### src/rtl/debounce_defs.sv
// Shared encodings and defaults for the push-button debouncer and its helpers.
// State codes are fixed so that bit 0 doubles as "heading towards / at high".
package debounce_defs;

  localparam int DEBOUNCE_CYCLES_DEFAULT = 50000;
  localparam int CNT_W_DEFAULT           = 16;

  typedef enum logic [1:0] {
    IDLE_LOW  = 2'b00,
    WAIT_HIGH = 2'b01,
    IDLE_HIGH = 2'b11,
    WAIT_LOW  = 2'b10
  } deb_state_t;

  function automatic logic is_wait_state(input deb_state_t st);
    return (st == WAIT_HIGH) || (st == WAIT_LOW);
  endfunction

endpackage

### src/rtl/sync_2ff.sv
// Two-flop synchroniser for asynchronous inputs; both stages clear to 0 on
// synchronous reset. WIDTH lets it carry independent single-bit signals.
module sync_2ff #(
  parameter int WIDTH = 1
) (
  input  logic             clk,
  input  logic             reset,
  input  logic [WIDTH-1:0] i_async,
  output logic [WIDTH-1:0] o_sync
);

  logic [WIDTH-1:0] r_s1;
  logic [WIDTH-1:0] r_s2;

  always_ff @(posedge clk) begin
    if (reset) begin
      r_s1 <= '0;
      r_s2 <= '0;
    end else begin
      r_s1 <= i_async;
      r_s2 <= r_s1;
    end
  end

  assign o_sync = r_s2;

endmodule

### src/rtl/button_debouncer.sv
// Bouncing button input -> synchroniser -> counter-qualified 4-state FSM -> stable level.
// Optional aborted-transition counter enabled by defining DEBOUNCE_BOUNCE_CNT_EN.
module button_debouncer
  import debounce_defs::*;
#(
  parameter int DEBOUNCE_CYCLES = DEBOUNCE_CYCLES_DEFAULT,
  parameter int CNT_W           = CNT_W_DEFAULT
) (
  input  logic       clk,
  input  logic       reset,
  input  logic       raw_in,
  output logic       level,
  output logic       busy
`ifdef DEBOUNCE_BOUNCE_CNT_EN
  ,
  output logic [7:0] bounce_count
`endif
);

  localparam logic [CNT_W-1:0] CNT_ONE  = CNT_W'(1);
  localparam logic [CNT_W-1:0] CNT_LAST = CNT_W'(DEBOUNCE_CYCLES - 1);

  logic             w_s2;
  logic             w_abort;
  deb_state_t       r_state;
  logic [CNT_W-1:0] r_cnt;
  logic             r_level;
  logic             r_busy;

  sync_2ff #(.WIDTH(1)) u_sync (
    .clk     (clk),
    .reset   (reset),
    .i_async (raw_in),
    .o_sync  (w_s2)
  );

  // A WAIT state that sees the input fall back to the current level gives up
  assign w_abort = ((r_state == WAIT_HIGH) && !w_s2) ||
                   ((r_state == WAIT_LOW)  &&  w_s2);

  always_ff @(posedge clk) begin
    if (reset) begin
      r_state <= IDLE_LOW;
      r_cnt   <= '0;
      r_level <= 1'b0;
      r_busy  <= 1'b0;
    end else begin
      case (r_state)
        IDLE_LOW: begin
          if (w_s2) begin
            r_state <= WAIT_HIGH;
            r_cnt   <= CNT_ONE;
            r_busy  <= is_wait_state(WAIT_HIGH);
          end else begin
            r_cnt   <= '0;
          end
        end
        WAIT_HIGH: begin
          if (!w_s2) begin
            r_state <= IDLE_LOW;
            r_cnt   <= '0;
            r_busy  <= is_wait_state(IDLE_LOW);
          end else if (r_cnt == CNT_LAST) begin
            r_state <= IDLE_HIGH;
            r_level <= 1'b1;
            r_cnt   <= '0;
            r_busy  <= is_wait_state(IDLE_HIGH);
          end else begin
            r_cnt   <= r_cnt + CNT_ONE;
          end
        end
        IDLE_HIGH: begin
          if (!w_s2) begin
            r_state <= WAIT_LOW;
            r_cnt   <= CNT_ONE;
            r_busy  <= is_wait_state(WAIT_LOW);
          end else begin
            r_cnt   <= '0;
          end
        end
        WAIT_LOW: begin
          if (w_s2) begin
            r_state <= IDLE_HIGH;
            r_cnt   <= '0;
            r_busy  <= is_wait_state(IDLE_HIGH);
          end else if (r_cnt == CNT_LAST) begin
            r_state <= IDLE_LOW;
            r_level <= 1'b0;
            r_cnt   <= '0;
            r_busy  <= is_wait_state(IDLE_LOW);
          end else begin
            r_cnt   <= r_cnt + CNT_ONE;
          end
        end
        default: begin
          r_state <= IDLE_LOW;
          r_cnt   <= '0;
          r_level <= 1'b0;
          r_busy  <= 1'b0;
        end
      endcase
    end
  end

  assign level = r_level;
  assign busy  = r_busy;

`ifdef DEBOUNCE_BOUNCE_CNT_EN
  logic [7:0] r_bounce_cnt;

  // Saturating count of aborted qualifications; only reset clears it
  always_ff @(posedge clk) begin
    if (reset) begin
      r_bounce_cnt <= 8'h00;
    end else if (w_abort && (r_bounce_cnt != 8'hFF)) begin
      r_bounce_cnt <= r_bounce_cnt + 8'h01;
    end else begin
      r_bounce_cnt <= r_bounce_cnt;
    end
  end

  assign bounce_count = r_bounce_cnt;
`else
  logic w_abort_unused;
  assign w_abort_unused = w_abort;
`endif

endmodule

### config.mk
export PLATFORM = sky130hd
export DESIGN_NAME = button_debouncer
export DESIGN_NICKNAME = d
export VERILOG_FILES = /design/src/rtl/debounce_defs.sv /design/src/rtl/sync_2ff.sv /design/src/rtl/button_debouncer.sv
export SDC_FILE = /design/constraint.sdc
export NUM_CORES = 1
export LEC_CHECK = 0
export ABC_AREA = 0
export CORE_UTILIZATION = 60
export CTS_BUF_LIST = sky130_fd_sc_hd__clkbuf_8
export CTS_CLUSTER_SIZE = 8
export DETAILED_ROUTE_END_ITERATION = 12
export HOLD_SLACK_MARGIN = 0.05
export PLACE_DENSITY = 0.79
export RECOVER_POWER = 100
export SYNTH_ARGS = -nofsm -noshare
export SYNTH_HDL_FRONTEND = slang
export SYNTH_SLANG_ARGS = --single-unit
export TNS_END_PERCENT = 1
### constraint.sdc
create_clock -name clk -period 4.74 [get_ports clk]
set_clock_uncertainty 0.05 [all_clocks]
set_input_delay 0.948 -clock clk [delete_from_list [all_inputs] [get_ports clk]]
set_output_delay 0.948 -clock clk [all_outputs]
set_load 0.02 [all_outputs]
======== Word-level counts from Yosys, hierarchy flattened ========
Cells that the tools add are included.
cells by class
  add/subtract/negate cells ............... 1
  equality and inequality tests ........... 12
  muxes and demuxes ....................... 24
  reductions and logical operators ........ 5
operators by type and width
  operator                 count
  $pmux W16 S4             1
  $mux W16                 3
  $add A16 B1 Y16 const B  1
  $eq A16 B16 Y1 const B   1
  $mux W2                  6
  $mux W1                  11
  $ne A2 B1 Y1 const B     4
  $pmux W2 S4              1
  $reduce_and A5 Y1        1
  $eq A2 B2 Y1 const B     2
  $ne A2 B2 Y1 const B     2
  $pmux W1 S4              1
  $reduce_and A4 Y1        1
  $ne A3 B1 Y1 const B     1
  $ne A3 B3 Y1 const B     1
  $eq A2 B1 Y1 const B     1
  $logic_not A2 Y1         1
  $pmux W1 S2              1
  $reduce_and A2 Y1        1
  $reduce_bool A2 Y1       1
word-level totals
  register bits after elaboration ......... 22
  input bits .............................. 3
  output and inout port bits .............. 2
  word-level logic and storage cells ...... 48

======== Logic depth before layout (Yosys ltp) ========
Gate-level depths: netlist of the first run.
  depth after elaboration ................. 4
  depth in mapped cells ................... 8
  mapped depth without buffers ............ 6

======== Modules after synthesis ========
From an unflattened synthesis of the first run, not the netlist that was laid out.
unflattened totals
  cells, all modules ...................... 125
  area total of the unflattened synthesis .. 1,226.2 sq um
modules (own cells, without submodules)
  module            instances  cells each  area an instance (sq um)  seq. area each (sq um)
  button_debouncer  1          121         1,173.6                   400.4
  sync_2ff          1          4           52.6                      40.0

======== Worst setup path before layout of the first run ========
OpenSTA, ideal clock, no wires.
  path kind ............................... register -> register
  from .................................... register r_cnt[7]
  to ...................................... register r_state[1]
  library setup time ...................... 0.070 ns
  data arrival time ....................... 1.887 ns
  required time ........................... 4.620 ns
  path slack .............................. 2.733 ns
  stages on the path, launching flop included .. 5
  buffers on the path ..................... 0
  period minus slack after synthesis ...... 2.007 ns
  cell sequence ........................... dfxtp_1 > or4_4 > o41a_1 > or4_1 > a21oi_1
on the way
  cells in the longest elaborated chain, start to end .. 3
  elaborated cells between the ends (all ways) .. 4
  those cells by class .................... eq/ne (3); reduce/logical (1)
ends and longest elaborated chain
  element                                                               line                                            RTL
  start, declared                                                       button_debouncer.sv:26                          logic [CNT_W-1:0] r_cnt;
  start signal, assigned                                                button_debouncer.sv:69                          r_cnt <= r_cnt + CNT_ONE;
  start signal, assigned                                                button_debouncer.sv:92                          r_cnt <= r_cnt + CNT_ONE;
  $eq A16 B16 Y1 *                                                      button_debouncer.sv:63, button_debouncer.sv:86
  $ne A3 B1 Y1 (no source line) / $ne A3 B3 Y1 (equally long branches)  -
  $reduce_and A4 Y1 (no source line) *                                  -
  end signal, assigned                                                  button_debouncer.sv:60                          r_state <= IDLE_LOW;
  end signal, assigned                                                  button_debouncer.sv:64                          r_state <= IDLE_HIGH;
  end signal, assigned                                                  button_debouncer.sv:87                          r_state <= IDLE_LOW;
  end, declared                                                         button_debouncer.sv:25                          deb_state_t r_state;
Mark *: on every way between the ends. The rest lies on a longest branch, timed or not.
A chain may end at the register's enable or synchronous reset.

==> results of run 1 <==
==> kinds of logic after synthesis <==
| logic type | synth area share [%] |
|---|---|
| xor+xnor | 10.6 |
| flops | 41.1 |
| buf+inv | 3.62 |
| simple gates | 26.0 |
| mux | 1.05 |
| fa+ha+maj | 8.17 |
| compound gates | 9.45 |
==> synth_stat cells (all sizes together) <==
library cell / instances
a2111o: 1
a2111oi: 1
a21o: 1
a21oi: 5
a221oi: 1
a31oi: 1
and3: 2
buf: 1
clkbuf: 1
dfxtp: 22
ha: 7
inv: 8
mux2: 1
nand2: 3
nand3: 8
nand4: 4
nor2: 16
nor2b: 4
nor3: 5
nor4: 4
o21ai: 3
o31ai: 1
o41a: 1
or2: 3
or4: 3
or4b: 1
xnor2: 10
xor2: 3
==> worst max-delay path: stages <==
cell and delay (ps):
dlygate4sd3_1 690, nor2_1 70, nand2_1 60, or2_0 630, nor2_1 130
==> cell type report <==
| type | instances | share of cell area (%) |
|---|---|---|
| clock buffer | 4 | 4.65 |
| sequential | 22 | 37.2 |
| timing repair buffer | 4 | 3.38 |
| multi-input combinational | 89 | 49.7 |
| tap | 24 | 2.53 |
| inverter | 8 | 2.53 |
==> state kept, by name, indices dropped and copies added, names as in the netlist <==
register	count
u_sync.r_s1	1
busy	1
level	1
r_state	2
r_cnt	16
u_sync.o_sync	1
==> routing by layer <==
| metal | part of all wire, % | GRT usage [%] | vias to the layer above |
|---|---|---|---|
| met4 | 0.56 | 9.09 | 0 |
| li1 | - | - | 437 |
| met2 | 45 | 35.9 | 31 |
| met1 | 48 | 33.1 | 395 |
| met3 | 7.0 | 3.67 | 4 |
| met5 | 0 | 0 | - |
==> path summary, 6_finish.rpt <==
check	end	cells after the start	start	slack (ps)
min	u_sync.o_sync	1	u_sync.r_s1	390
max reg2reg	r_cnt[12]	4	r_cnt[7]	2360
min reg2reg	u_sync.o_sync	1	u_sync.r_s1	390
max	r_cnt[12]	5	reset	2270
==> power groups by stage <==
stage	Sequential (W)	Combinational, W	Clock [W]
floorplan	0.000198	0.0000179	0
global placement	0.000197	0.0000274	0
detailed placement	0.000198	0.0000284	0
CTS	0.000193	0.0000296	0.000132
global route	0.000194	0.0000325	0.000143
finish	0.000193	0.0000293	0.000130
==> metrics by stage <==
step | instance area [sq um] | worst slack (ps) | utilization, %
floorplan | 1070 | 2730 | -
global placement | 1130 | 2390 | 71.1
detailed placement | 1130 | 2360 | 71.1
CTS | 1190 | 2510 | 74.6
global route | 1180 | 2130 | 74.3
finish | 1180 | 2270 | 74.3
==> impl_metrics.toml, run 1 <==
[status]
status = "completed"

[critical_path]
path_max_fanout = 15
critPathCaptureType = "flop"
path_class = "primary input to flop"
critPathRequiredTime_ps = 4800
start_kind = "primary input"
arrival_ps = 2530

[clock_network]
htreeDepth = 1
cts_tree = "yes"
clkTransAtPathRegs_ps = 70
numCtsBuffers = 3
postCtsSetupRepairBufs = 0
cts_root_buf = "clkbuf_8"
clock_latency_ps = 250
cts-resized-gates = 0
cts_buffer_depth = 2
cts_sinks = 22
hold_buffers = 0

[detailed_routing]
drc = 0
num_vias = 867
drt_iter0_markers = 17
wirelength_mm = 1.96
firstDrtPassIters = 4
wl_per_cell_um = 13.0
ant_nets = 0
vias_per_cell = 5.74

[logic_synthesis]
yosys.area.top_type = "dfxtp_1"
yosysWarnings = 0
yosysSeqAreaShare_pct = 41.1
syn_inst = 121
synth.area.top_cells = "dfxtp_1 (41%), ha_1 (8.2%), xnor2_1 (8.2%)"
synth-seq-cells = 22
avgSynthCellArea_sq_um = 8.86
synth.distinct_cells = 29
synth_top_cell_area_share_pct = 41.1
syn_nets = 131
syn_area_sq_um = 1070

[sta]
tns_ps = 0
period_needed_ps = 2470
rsz0062_at_grt = "no"
drv_slew = 0
slew_headroom_pct = 45.7
report.final.setup_viol = 0
hold_ws_ps = 394
worst_pin_slew_ps = 814
finalCritPeriodShare_pct = 52.1
fmax_mhz = 405
final_hold_viol_count = 0

[pwr]
leakage_nw = 0.379
p_int_w = 0.000276
switching_share_pct = 21.6
clkPwrFrac_pct = 36.8
p_per_area_nw_per_um2 = 297
seqPwrFrac_pct = 54.9
p_switching_w = 0.0000759
p_total_w = 0.000352
power_frac_comb_pct = 8.3
ir_worst_vdd_mv = 0.282

[grt]
grt_pass1_wl_mm = 3.41
grt.overflow.total = 0
grt_use_total_pct = 23.4
grt_max_degree = 16
grt_pass1_vias = 805
antenna_found_initial = 0

[die]
floorplan.initialDensity_pct = 67.3
fp.dieArea_sq_um = 1960
ioPinCount = 5
core-area_sq_um = 1590
die_x_um = 44.3
rows = 14
die_y_um = 44.3

[placement]
gp_congestion = 0.825
port_buffers = 4
place_hpwl_mm = 1.35
dp_cells = 147

[layout]
nNetsFinal = 138
final_common_cell = "dfxtp_1"
drive_gt1_share_pct = 5.51
final_cells = 151
mostFrequentLayoutCells = "dfxtp_1 (22), nor2_1 (16), xnor2_1 (10)"
multi_input_area_sq_um = 589
antenna_cells = 0
regArea_sq_um = 440
areaGrowthSynthToFinish_pct = 10.5
n_fill_cell = 122

[job]
max-cap-violations = 0

[min_path]
hold_class = "flop to flop"
Note: power is estimated with default switching activity, not from simulation.
==> inputs of run 2 (changes only) <==
- CORE_UTILIZATION: 60 -> 55
- PLACE_DENSITY: 0.79 -> 0.77
- clock period: 4.74 -> 2.15 ns (I/O delays scaled with it)
==> impl_metrics.toml, run 2 (same netlist as run 1, synthesis figures left out) <==
[layout]
final_common_cell = "dfxtp_1"
drive_gt1_share_pct = 8.53
antenna_cells = 0
largest_register_ffs = 16
final_util_pct = 67.1
fin_area_sq_um = 1200
nNetsFinal = 141
reg_top3 = "r_cnt x16, r_state x2"
n_fill_cell = 154
mostFrequentLayoutCells = "dfxtp_1 (21), nor2_1 (16), xnor2_1 (10)"
areaGrowthSynthToFinish_pct = 11.6
top_register = "r_cnt"

[detailed_routing]
drc = 0
vias_per_cell = 5.55
firstDrtPassIters = 4
drt_iter0_markers = 18
wl_per_cell_um = 13.1
ant_nets = 0
wirelength_mm = 2.03
num_vias = 855

[critical_path]
path_max_fanout = 6
critPathCaptureType = "flop"
path_class = "flop to flop"
critPathRequiredTime_ps = 2290
worstReg2RegStart = "r_cnt[7]"
arrival_ps = 2180
crit_start = "r_cnt[7]"
start_kind = "flop"

[sta]
fin_ws_ps = 111
slew_headroom_pct = 70.5
report.final.setup_viol = 0
drv_slew = 0
hold_ws_ps = 394
final_hold_viol_count = 0
fmax_mhz = 490
tns_ps = 0
worst_pin_slew_ps = 439
finalCritPeriodShare_pct = 94.8
rsz0062_at_grt = "no"
period_needed_ps = 2040

[die]
fp.dieArea_sq_um = 2130
ioPinCount = 5
die_x_um = 46.2
core-area_sq_um = 1780
die_y_um = 46.2
rows = 15
floorplan.initialDensity_pct = 60.1

[clock_network]
clkTransAtPathRegs_ps = 70
cts_root_buf = "clkbuf_8"
htreeDepth = 1
cts_tree = "yes"
numCtsBuffers = 3
cts_sinks = 22
postCtsSetupRepairBufs = 0
clock_latency_ps = 250
cts_buffer_depth = 2

[placement]
gp_congestion = 0.858
pre_cts_slack_ps = 120
placed_cell_area_sq_um = 1160
port_buffers = 4
place_hpwl_mm = 1.44

[grt]
grt_max_degree = 16
grt_pass1_vias = 801
grt_use_total_pct = 22.1
grt.overflow.total = 0
antenna_found_initial = 0
grt_pass1_wl_mm = 3.38

[status]
status = "completed"

[min_path]
min_from = "u_sync.r_s1"
hold_class = "flop to flop"

[pwr]
p_per_area_nw_per_um2 = 615
ir_worst_vdd_mv = 0.689
leakage_nw = 0.378

[job]
max-cap-violations = 0
-- run 2: per-stage QoR --
| stage | instances | power, W |
|---|---|---|
| 2_1_floorplan | 121 | 0.000477 |
| 3_3_place_gp | 151 | 0.000499 |
| 3_5_place_dp | 151 | 0.000501 |
| 4_1_cts | 154 | 0.000746 |
| 5_1_grt | 154 | 0.000766 |
| 6_report | 154 | 0.000736 |
-- run 2: repair_timing --
action                                  4_1_cts  5_1_grt
hold buffers                                  0        0
gates resized for setup                       0        2
hold endpoints to repair                      0        0
endpoints found under the setup margin        0        1
-- run 2: cell type report --
cell class	count	area [sq um]	area share, %
well taps	25	31.3	2.62
clock buffers	3	41.3	3.45
repair buffers	7	55.1	4.60
flip-flops and latches	22	442	36.9
inverters	8	30.0	2.51
multi-input cells	89	597	49.9
-- run 2: final timing paths --
check | to | slack, ps | depth (start not counted)
worst max register to register | r_state[1] | 110 | 4
worst max-delay path | r_state[1] | 110 | 4
worst min register to register | u_sync.o_sync | 390 | 1
worst min-delay path | u_sync.o_sync | 390 | 1
-- run 2: layer usage --
layer / vias to the layer above / wire (um) / global-route usage (%)
li1: 438 / - / -
met1: 403 / 999 / 28.7
met2: 12 / 959 / 37.2
met3: 2 / 55 / 3.92
met4: 0 / 11 / 5.88
met5: - / 0 / 0
-- run 2: where the power goes --
group          internal, W  total (W)  switching (W)
Sequential        0.000417   0.000425     0.00000859
Combinational    0.0000295  0.0000652      0.0000356
Clock             0.000125   0.000245       0.000121
Total             0.000571   0.000736       0.000165
-- run 2: worst max-delay path: stages, from the launching register on --
cell and delay (ps):
dfxtp_2 350, or4_4 540, o41a_1 390, or4_1 500, a21oi_2 140
==> inputs of run 3 (changes only) <==
- RECOVER_POWER: 100 -> not set
==> impl_metrics.toml, run 3 (same netlist as run 1, synthesis figures left out) <==
[clock_network]
cts_tree = "yes"
htreeDepth = 1
cts_buffer_depth = 2
clock_latency_ps = 250
numCtsBuffers = 3
hold_buffers = 0
cts-resized-gates = 0
postCtsSetupRepairBufs = 0
clkTransAtPathRegs_ps = 70
cts_sinks = 22
cts_root_buf = "clkbuf_8"

[critical_path]
r2r_setup_slack_ps = 110
crit_chain = "or4_4 > o41a_1 > or4_1 > a21oi_2"
path_class = "flop to flop"
path_buf_inv = 0
crit_path_max_incr_delay_ps = 540
critPathRequiredTime_ps = 2290
path_max_fanout = 6
r2r-end = "r_state[1]"
start_kind = "flop"
cp_slowest_cell = "or4_4"
crit_start = "r_cnt[7]"
critPathCaptureType = "flop"
rr_worst_depth = 4
arrival_ps = 2180
critical-path-top-delay-family = "simple AND/OR/NAND/NOR gates"
worstReg2RegStart = "r_cnt[7]"

[pwr]
leakage_nw = 0.379
p_per_area_nw_per_um2 = 613
ir_worst_vdd_mv = 0.674
p_total_w = 0.000738

[layout]
n_fill_cell = 150
nNetsFinal = 141
antenna_cells = 0
final_cells = 154
areaGrowthSynthToFinish_pct = 12.3
mostFrequentLayoutCells = "dfxtp_1 (21), nor2_1 (16), xnor2_1 (10)"
final_common_cell = "dfxtp_1"
largest_register_ffs = 16
multi_input_area_sq_um = 597
regArea_sq_um = 442
drive_gt1_share_pct = 10.1
reg_top3 = "r_cnt x16, r_state x2"
top_register = "r_cnt"

[detailed_routing]
vias_per_cell = 5.60
drc = 0
ant_nets = 0
num_vias = 862
wl_per_cell_um = 13.1
drt_iter0_markers = 14
firstDrtPassIters = 4
wirelength_mm = 2.01

[min_path]
holdPathStages = 1
worstHoldEndpoint = "u_sync.o_sync"
min_from = "u_sync.r_s1"
hold_class = "flop to flop"

[placement]
pre_cts_slack_ps = 120
dp_cells = 151
gp_congestion = 0.858
place_hpwl_mm = 1.44
port_buffers = 4

[sta]
final_hold_viol_count = 0
fmax_mhz = 491
worst_pin_slew_ps = 438
report.final.setup_viol = 0
finalCritPeriodShare_pct = 94.8
hold_ws_ps = 394
slew_headroom_pct = 70.5
period_needed_ps = 2040
fin_ws_ps = 112
drv_slew = 0
rsz0062_at_grt = "no"
tns_ps = 0

[status]
status = "completed"

[grt]
grt.overflow.total = 0
grt_use_total_pct = 22.1
grt_max_degree = 16
antenna_found_initial = 0
grt_pass1_wl_mm = 3.38
grt_pass1_vias = 801

[die]
die_y_um = 46.2
fp.dieArea_sq_um = 2130
core-area_sq_um = 1780
rows = 15
ioPinCount = 5
floorplan.initialDensity_pct = 60.1
die_x_um = 46.2

[job]
max-cap-violations = 0
run 3: area by class of cell:
type | count | share of cell area (%)
multi-input cells | 89 | 49.6
flip-flops and latches | 22 | 36.7
clock buffers | 3 | 3.43
repair buffers | 7 | 5.20
well taps | 25 | 2.60
inverters | 8 | 2.49
run 3: routing by layer:
layer / track usage, % / vias to the layer above / wire length [um]
met1: 28.7 / 404 / 984
met3: 3.92 / 2 / 63
met5: 0 / - / 0
met4: 5.88 / 0 / 11
li1: - / 438 / -
met2: 37.2 / 18 / 950
run 3: where the power goes:
group | total [W] | switching, W | internal (W)
Combinational | 0.0000678 | 0.0000356 | 0.0000322
Clock | 0.000245 | 0.000120 | 0.000125
Sequential | 0.000426 | 0.00000874 | 0.000417
run 3: how the worst max path moves through the flow:
stage,end,slack [ps],cells after the start
floorplan,r_state[1],140,4
global placement,r_state[1],170,4
detailed placement,r_state[1],120,4
CTS,r_state[1],100,4
global route,r_state[1],10,5
finish,r_state[1],110,4
run 3: per-stage QoR:
| step | cell area (sq um) | utilization [%] |
|---|---|---|
| 2_1_floorplan | 1070 | - |
| 3_3_place_gp | 1160 | 64.9 |
| 3_5_place_dp | 1160 | 64.9 |
| 4_1_cts | 1200 | 67.2 |
| 5_1_grt | 1200 | 67.5 |
| 6_report | 1200 | 67.5 |
